[src/rtl/esi_cosim_pkg.sv]
// esi_cosim_pkg: shared state encoding and default timing constants for the cosim reset sequencer
package esi_cosim_pkg;
  typedef enum logic [2:0] {
    ST_HOLD,
    ST_WAIT_ACK,
    ST_RUN,
    ST_DONE,
    ST_ERROR
  } seq_state_e;
  localparam int unsigned HOLD_CYCLES_DEF = 4;
  localparam int unsigned ACK_TIMEOUT_DEF = 1024;
endpackage

[src/rtl/cosim_cycle_counter.sv]
// cosim_cycle_counter: clearable, enabled run counter with a latched compare value; hit flags the final counted cycle
module cosim_cycle_counter #(
  parameter int unsigned W = 32
) (
  input  logic         clk,
  input  logic         rst,
  input  logic         clr_i,
  input  logic         en_i,
  input  logic         load_i,
  input  logic [W-1:0] cmp_i,
  output logic [W-1:0] count_o,
  output logic         hit_o
);
  logic [W-1:0] count_q, cmp_q;
  always_ff @(posedge clk) begin
    if (rst) begin
      count_q <= '0;
      cmp_q   <= '0;
    end else begin
      if (load_i) cmp_q <= cmp_i;
      if (clr_i) count_q <= '0;
      else if (en_i) count_q <= count_q + W'(1);
    end
  end
  // a zero compare value means unlimited, so it never hits
  assign hit_o   = (cmp_q != '0) && (count_q == cmp_q - W'(1));
  assign count_o = count_q;
endmodule

[src/rtl/esi_cosim_reset_seq.sv]
// esi_cosim_reset_seq: reset hold, DUT acknowledge handshake with timeout, and bounded run-length sequencing
module esi_cosim_reset_seq
  import esi_cosim_pkg::*;
#(
  parameter int unsigned HOLD_CYCLES = HOLD_CYCLES_DEF,
  parameter int unsigned ACK_TIMEOUT = ACK_TIMEOUT_DEF,
  parameter int unsigned CNT_WIDTH   = 32
) (
  input  logic                 clk,
  input  logic                 rst,
  input  logic                 reset_req,
  input  logic                 dut_rst_ack,
  input  logic [CNT_WIDTH-1:0] cycle_limit,
  output logic                 dut_rst,
  output logic                 running,
  output logic                 done,
  output logic                 timeout_err,
  output logic [CNT_WIDTH-1:0] cycle_count
);
  localparam int unsigned HW = HOLD_CYCLES > 1 ? $clog2(HOLD_CYCLES) : 1;
  localparam int unsigned WW = ACK_TIMEOUT > 1 ? $clog2(ACK_TIMEOUT) : 1;
  seq_state_e state_q;
  logic [HW-1:0] hold_cnt_q;
  logic [WW-1:0] wait_cnt_q;
  logic ack_go, wait_exp, hit;
  assign ack_go   = (state_q == ST_WAIT_ACK) && dut_rst_ack;
  assign wait_exp = (ACK_TIMEOUT != 0) && (wait_cnt_q == WW'(ACK_TIMEOUT - 1));
  always_ff @(posedge clk) begin
    if (rst || reset_req) begin
      state_q    <= ST_HOLD;
      hold_cnt_q <= '0;
      wait_cnt_q <= '0;
    end else begin
      case (state_q)
        ST_HOLD:
          if (hold_cnt_q == HW'(HOLD_CYCLES - 1)) begin
            state_q    <= ST_WAIT_ACK;
            wait_cnt_q <= '0;
          end else hold_cnt_q <= hold_cnt_q + HW'(1);
        ST_WAIT_ACK:
          if (dut_rst_ack) state_q <= ST_RUN;
          else if (wait_exp) state_q <= ST_ERROR;
          else wait_cnt_q <= wait_cnt_q + WW'(1);
        ST_RUN: if (hit) state_q <= ST_DONE;
        default: ;
      endcase
    end
  end
  // the run limit is captured only at the moment RUN is entered
  cosim_cycle_counter #(.W(CNT_WIDTH)) u_cnt (
    .clk    (clk),
    .rst    (rst),
    .clr_i  (reset_req || ack_go),
    .en_i   (state_q == ST_RUN),
    .load_i (ack_go),
    .cmp_i  (cycle_limit),
    .count_o(cycle_count),
    .hit_o  (hit)
  );
  assign dut_rst     = (state_q == ST_HOLD) || (state_q == ST_WAIT_ACK) || (state_q == ST_ERROR);
  assign running     = state_q == ST_RUN;
  assign done        = state_q == ST_DONE;
  assign timeout_err = state_q == ST_ERROR;
endmodule

[config.mk]
export PLATFORM = sky130hd
export DESIGN_NAME = esi_cosim_reset_seq
export DESIGN_NICKNAME = d
export VERILOG_FILES = /design/src/rtl/esi_cosim_pkg.sv /design/src/rtl/cosim_cycle_counter.sv /design/src/rtl/esi_cosim_reset_seq.sv
export SDC_FILE = /design/constraint.sdc
export NUM_CORES = 1
export LEC_CHECK = 0
export ABC_CLOCK_PERIOD_IN_PS = 3300
export CORE_MARGIN = 3
export CORE_UTILIZATION = 50
export CTS_CLUSTER_DIAMETER = 200
export DETAILED_ROUTE_END_ITERATION = 10
export GPL_ROUTABILITY_DRIVEN = 0
export PLACE_DENSITY = 0.77
export RECOVER_POWER = 50
export SLEW_MARGIN = 15
export SYNTH_ARGS = -nofsm -noshare
export SYNTH_HDL_FRONTEND = slang
export SYNTH_SLANG_ARGS = --single-unit
[constraint.sdc]
create_clock -name clk -period 3.3 [get_ports clk]
set_clock_uncertainty 0.1 [all_clocks]
set_input_delay 0.33 -clock clk [delete_from_list [all_inputs] [get_ports clk]]
set_output_delay 0.33 -clock clk [all_outputs]
set_load 0.005 [all_outputs]
==> results of run 1 <==
power groups by stage:
| stage | Sequential, mW | Clock [mW] | Combinational, mW |
|---|---|---|---|
| after detailed placement | 0.979 | 0 | 0.0949 |
| after CTS | 0.957 | 0.802 | 0.0956 |
| final | 0.957 | 0.789 | 0.0946 |
| after floorplan | 0.978 | 0 | 0.0434 |
| after global placement | 0.979 | 0 | 0.0932 |
| after global routing | 0.957 | 0.830 | 0.102 |
worst reg2reg max path: stages, from the launching register on:
cell and delay [ns]:
dfxtp_1 0.41, nor2_1 0.37, nand3_1 0.12, buf_4 0.27, nand2_1 0.10, clkbuf_1 1.11, nor2_1 0.16
worst paths after layout:
path | end | depth (start not counted) | from
worst max-delay path | u_cnt.count_o[16] | 6 | state_q[2]
worst min register to register | u_cnt.cmp_q[29] | 2 | u_cnt.cmp_q[29]
worst min-delay path | u_cnt.cmp_q[29] | 2 | u_cnt.cmp_q[29]
worst max register to register | u_cnt.count_o[16] | 6 | state_q[2]
sequential cells by signal, summed over array words and instances, names as in the netlist:
register	cells
u_cnt.cmp_q	32
wait_cnt_q	10
hold_cnt_q	2
u_cnt.count_o	32
state_q	3
metal layers:
metal  vias up  wire [um]
li1       2080          -
met1      1931       4860
met2       122       5310
met3        17        524
met4         0        215
met5         -          0
cells in the final DEF (no fill, tap or decap), types with 3 or more instances in the layout:
cell / netlist / routed
nor4_4: 4 / 4
nand4_1: 9 / 9
nand2_1: 94 / 94
nor4_1: 7 / 7
and3_1: 6 / 6
and4_1: 3 / 3
nor3_1: 19 / 19
buf_4: 2 / 3
inv_1: 15 / 15
nor4_2: 3 / 3
clkbuf_8: 0 / 9
nor2_1: 62 / 62
dfxtp_1: 79 / 79
a211oi_1: 3 / 3
mux2i_1: 6 / 6
nand3_1: 17 / 17
a31oi_1: 3 / 3
nor2b_1: 4 / 4
or3_1: 11 / 11
dlygate4sd3_1: 0 / 34
xnor2_1: 51 / 51
or4_1: 3 / 3
xor2_1: 20 / 20
clkdlybuf4s50_1: 0 / 37
a21oi_1: 54 / 54
o21ai_0: 16 / 16
nand2b_1: 5 / 5
ha_1: 5 / 5
cell type report:
cell class / instances / area (sq um)
inverters: 15 / 56.3
flip-flops and latches: 79 / 1580
clock inverters: 6 / 85.1
fillers: 744 / 3300
multi-input cells: 447 / 2740
repair buffers: 75 / 737
well taps: 108 / 135
clock buffers: 10 / 128
cell families (layout without fill, tap and decap cells):
group                      count (synthesis)  after routing  share of synthesized area
DFF                                       79             79                      0.348
buffers and inverters                     47            106                     0.0495
adders and majority gates                  5              5                     0.0138
AOI/OAI and AO/OA                         95             95                      0.122
muxes                                      7              7                     0.0165
and+or+nand+nor                          269            269                      0.313
xor gates and xnor gates                  71             71                      0.137
==> impl_metrics.py, run 1 <==
metrics = {
    "timing": {
        "max_slew_margin": -0.0180,
        "max_freq_ghz": 0.357,
        "worstMarginPinSlew_ns": 1.53,
        "fin_tns_setup_ns": 0,
        "setup_slack_ns": 0.502,
        "post-route-period-util": 0.848,
        "post-route-min-period_ns": 2.80,
        "grt_setup_unrepaired": "false",
        "hold_viol": 0,
        "setup_violations": 0,
        "hold_ws_ns": 0.389,
        "maxSlewViolCount": 33,
    },
    "pwr": {
        "combPwrFrac": 0.051,
        "p_int_mw": 1.43,
        "clkPwrFrac": 0.429,
        "ir_drop_v": 0.000160,
        "switching_share": 0.222,
        "p_seq_frac": 0.520,
        "p_per_area_nw_per_um2": 337,
        "total_power_mw": 1.84,
        "p_leak_nw": 1.96,
        "power_switching_mw": 0.409,
    },
    "detailed_routing": {
        "route.vias.total": 4150,
        "ant_nets": 0,
        "drcViolationCount": 0,
        "viasPerCell": 5.61,
        "drt_wl_total_um": 10900,
        "drt_iter0_markers": 182,
        "drt_pre_antenna_iters": 5,
        "wire_per_inst_um": 14.7,
    },
    "clock_tree": {
        "root_buffer": "clkbuf_8",
        "path_clk_slew_ns": 0.08,
        "cts_tree": "done",
        "cts_buffers": 9,
        "cts_hold_buf": 0,
        "cts_setup_buffers": 0,
        "cts_num_sinks": 79,
        "cts-resized-gates": 0,
        "htreeDepth": 3,
        "clk_latency_ns": 0.36,
        "cts_buffer_depth": 2,
    },
    "yosys": {
        "syn_nets": 614,
        "netlist_top_cells_area": "dfxtp_1 35%, xnor2_1 9.8%, nand2_1 7.8%",
        "synth_top_area_frac": 0.348,
        "syn_avg_cell_area_sq_um": 7.93,
        "synth-seq-cells": 79,
        "synth_edf_count": 0,
        "ys_warn_count": 0,
        "synth_cells": 573,
        "netlist_area_sq_um": 4550,
        "synth.most_common_cell": "nand2_1",
        "ys.flop_type": "dfxtp_1",
        "synthDistinctLibCells": 62,
        "yosys-top-cells-count": "94 x nand2_1, 79 x dfxtp_1, 62 x nor2_1, 54 x a21oi_1, 51 x xnor2_1",
        "synth.largest_area_cell": "dfxtp_1",
        "synthArstFlopShare": 0,
        "yosysSeqAreaShare": 0.348,
    },
    "global_route": {
        "track_usage": 0.218,
        "gr-usage-met2": 0.365,
        "busiest_layer": "met2",
        "grt_max_degree": 34,
        "grt_pass1_wl_um": 18000,
        "gr-usage-met3": 0.0282,
        "antenna_found_initial": 0,
        "use_met1": 0.284,
        "grt_pass1_vias": 3865,
        "grt_overflow": 0,
    },
    "floorplanning": {
        "coreArea_sq_um": 8760,
        "num_io_pins": 72,
        "die_h_um": 101,
        "initial_core_util": 0.519,
        "die_area_sq_um": 10300,
        "die_w_um": 101,
        "rows": 34,
    },
    "worst_setup_path": {
        "path_cells": "nor2_1 > nand3_1 > buf_4 > nand2_1 > clkbuf_1 > nor2_1",
        "crit_family": "buffers and inverters",
        "crit_arrival_ns": 2.89,
        "slowest_stage": "clkbuf_1",
        "endpoint_kind": "flip-flop",
        "cp-start-kind": "flip-flop",
        "cp_max_fo": 33,
        "reg2reg_slack_ns": 0.50,
        "critPathRequiredTime_ns": 3.39,
        "worst_path_most_repeated_cell": "nor2_1",
        "critical-path-max-stage-delay_ns": 1.11,
        "critPathBufInv": 2,
        "crit_type": "flip-flop to flip-flop",
    },
    "status": {
        "violations": "capacitance limit, slew limit",
        "status": "complete, but fails checks",
    },
    "layout": {
        "drive_gt1_frac": 0.0649,
        "final_cells": 740,
        "antenna_cells": 0,
        "layout.nets": 668,
        "fin_util": 0.623,
        "finalInstanceArea_sq_um": 5460,
        "syn2layout_area_growth_pct": 20.1,
    },
    "flow_run": {
        "max-cap-violations": 1,
    },
    "place": {
        "numPortBuffers": 71,
        "hpwl_um": 8080,
        "place_area_sq_um": 5250,
        "dp_cells": 724,
        "pre_cts_slack_ns": 0.567,
    },
    "hold_path": {
        "hold_path_class": "flip-flop to flip-flop",
    },
}
Power figures use the tool's default switching activity.
==> run 2, diff against run 1 <==
Settings changed: ABC_CLOCK_PERIOD_IN_PS 3300 to 2700.
Clock period 3.3 ns to 2.7 ns, I/O delays scaled along.
==> run 2 against run 1 <==
Against the previous run: the run now ends clean; largest power group unchanged; via count up 5.4%; worst setup slack worse by 0.44 ns; maximum frequency up 6.1%; sequential share of layout area down 0.93 points; critical path depth up 2; cell count up 2.7%; utilization up 2.1 points; register-to-register slack worse by 0.44 ns; power up 18%.
==> impl_metrics.py, run 2 (synthesis results as in run 1) <==
metrics = {
    "clock_tree": {
        "cts_hold_buf": 0,
        "cts_buffers": 9,
        "htreeDepth": 3,
        "root_buffer": "clkbuf_8",
        "clk_latency_ns": 0.36,
        "cts_tree": "done",
        "path_clk_slew_ns": 0.08,
        "cts_num_sinks": 79,
        "cts_buffer_depth": 2,
    },
    "worst_setup_path": {
        "crit_arrival_ns": 2.80,
        "crit_family": "simple AND/OR/NAND/NOR gates",
        "ff2ff_path_depth": 8,
        "critical-path-max-stage-delay_ns": 0.42,
        "critPathRequiredTime_ns": 2.86,
        "cp_num_cells": 8,
        "critPathBufInv": 1,
        "path_cells": "nor4_4 > nand4_1 > buf_4 > or3_4 > mux2_4 > a21oi_1 > o22ai_1 > a31o_1",
        "crit_type": "flip-flop to flip-flop",
        "slowest_stage": "dfxtp_1",
        "cp-start-kind": "flip-flop",
        "endpoint_kind": "flip-flop",
        "cp_max_fo": 7,
    },
    "timing": {
        "post-route-min-period_ns": 2.64,
        "setup_violations": 0,
        "post-route-period-util": 0.977,
        "worstMarginPinSlew_ns": 0.708,
        "maxSlewViolCount": 0,
        "hold_viol": 0,
        "hold_ws_ns": 0.350,
        "max_freq_ghz": 0.379,
        "max_slew_margin": 0.528,
    },
    "detailed_routing": {
        "drt_wl_total_um": 11600,
        "route.vias.total": 4373,
        "wire_per_inst_um": 15.2,
        "drcViolationCount": 0,
        "drt_iter0_markers": 187,
        "drt_pre_antenna_iters": 5,
        "viasPerCell": 5.75,
        "ant_nets": 0,
    },
    "floorplanning": {
        "die_area_sq_um": 10300,
        "coreArea_sq_um": 8760,
        "rows": 34,
        "die_h_um": 101,
        "num_io_pins": 72,
        "initial_core_util": 0.519,
        "die_w_um": 101,
    },
    "layout": {
        "final_cell_mix": "94 x nand2_1, 79 x dfxtp_1, 62 x nor2_1",
        "drive_gt1_frac": 0.0920,
        "antenna_cells": 0,
        "layout.nets": 689,
        "final_common_cell": "nand2_1",
        "syn2layout_area_growth_pct": 24.1,
    },
    "global_route": {
        "grt_overflow": 0,
        "grt_max_degree": 33,
        "track_usage": 0.226,
        "grt_pass1_wl_um": 18800,
        "grt_pass1_vias": 4027,
        "antenna_found_initial": 0,
    },
    "place": {
        "hpwl_um": 8480,
        "numPortBuffers": 71,
    },
    "pwr": {
        "total_power_mw": 2.18,
        "ir_drop_v": 0.000267,
        "p_per_area_nw_per_um2": 386,
        "p_leak_nw": 2.05,
    },
    "flow_run": {
        "max-cap-violations": 0,
    },
    "status": {
        "status": "finished clean",
    },
    "hold_path": {
        "worst_hold_path.num_cells": 3,
        "hold_path_class": "primary input to flip-flop",
    },
}
## run 2: stage by stage
stage | utilization | TNS [ns] | setup WS (ns) | area [sq um] | std cells
final | 0.644 | 0 | 0.0631 | 5640 | 760
after global routing | 0.644 | -0.0465 | -0.0465 | 5640 | 760
after CTS | 0.635 | 0 | 0.0273 | 5570 | 756
after detailed placement | 0.614 | 0 | 0.0558 | 5380 | 741
after global placement | 0.614 | 0 | 0.165 | 5380 | 741
after floorplan | - | 0 | 0.205 | 4550 | 573
## run 2: path summary, 6_finish.rpt
check	from	endpoint	slack (ns)
setup / recovery	u_cnt.cmp_q[16]	state_q[0]	0.06
hold / removal	cycle_limit[22]	u_cnt.cmp_q[22]	0.35
setup reg to reg	u_cnt.cmp_q[16]	state_q[0]	0.06
hold reg to reg	u_cnt.cmp_q[30]	u_cnt.cmp_q[30]	0.39
## run 2: area by class of cell
type / instances / area (sq um)
clock buffer: 12 / 145
clock inverter: 3 / 43.8
fill: 751 / 3120
inverter: 15 / 56.3
multi-input combinational: 447 / 2800
sequential: 79 / 1580
tap: 108 / 135
timing repair buffer: 96 / 877
## run 2: what timing repair did
item                       in CTS  in global routing
buffers inserted                0                  4
setup endpoints to repair       0                  1
hold endpoints to repair        0                  0
gates resized for setup         0                 10
## run 2: report_power, final
group	internal [mW]	switching (mW)	total, mW	leakage [nW]
clock network	0.449	0.435	0.884	0.0964
logic	0.0695	0.0533	0.123	1.32
registers	1.17	0.00268	1.17	0.636
## run 2: routing by layer
layer / share of wire / vias up / GRT usage
met5: 0 / - / 0
met4: 0.027 / 0 / 0.0941
met3: 0.049 / 31 / 0.0310
met2: 0.47 / 145 / 0.383
met1: 0.45 / 2077 / 0.288
li1: - / 2120 / -
## run 2: tightest hold or removal path: stages
cell and delay, ns:
clkdlybuf4s50_1 0.39, nand2_1 0.05, a21oi_1 0.05
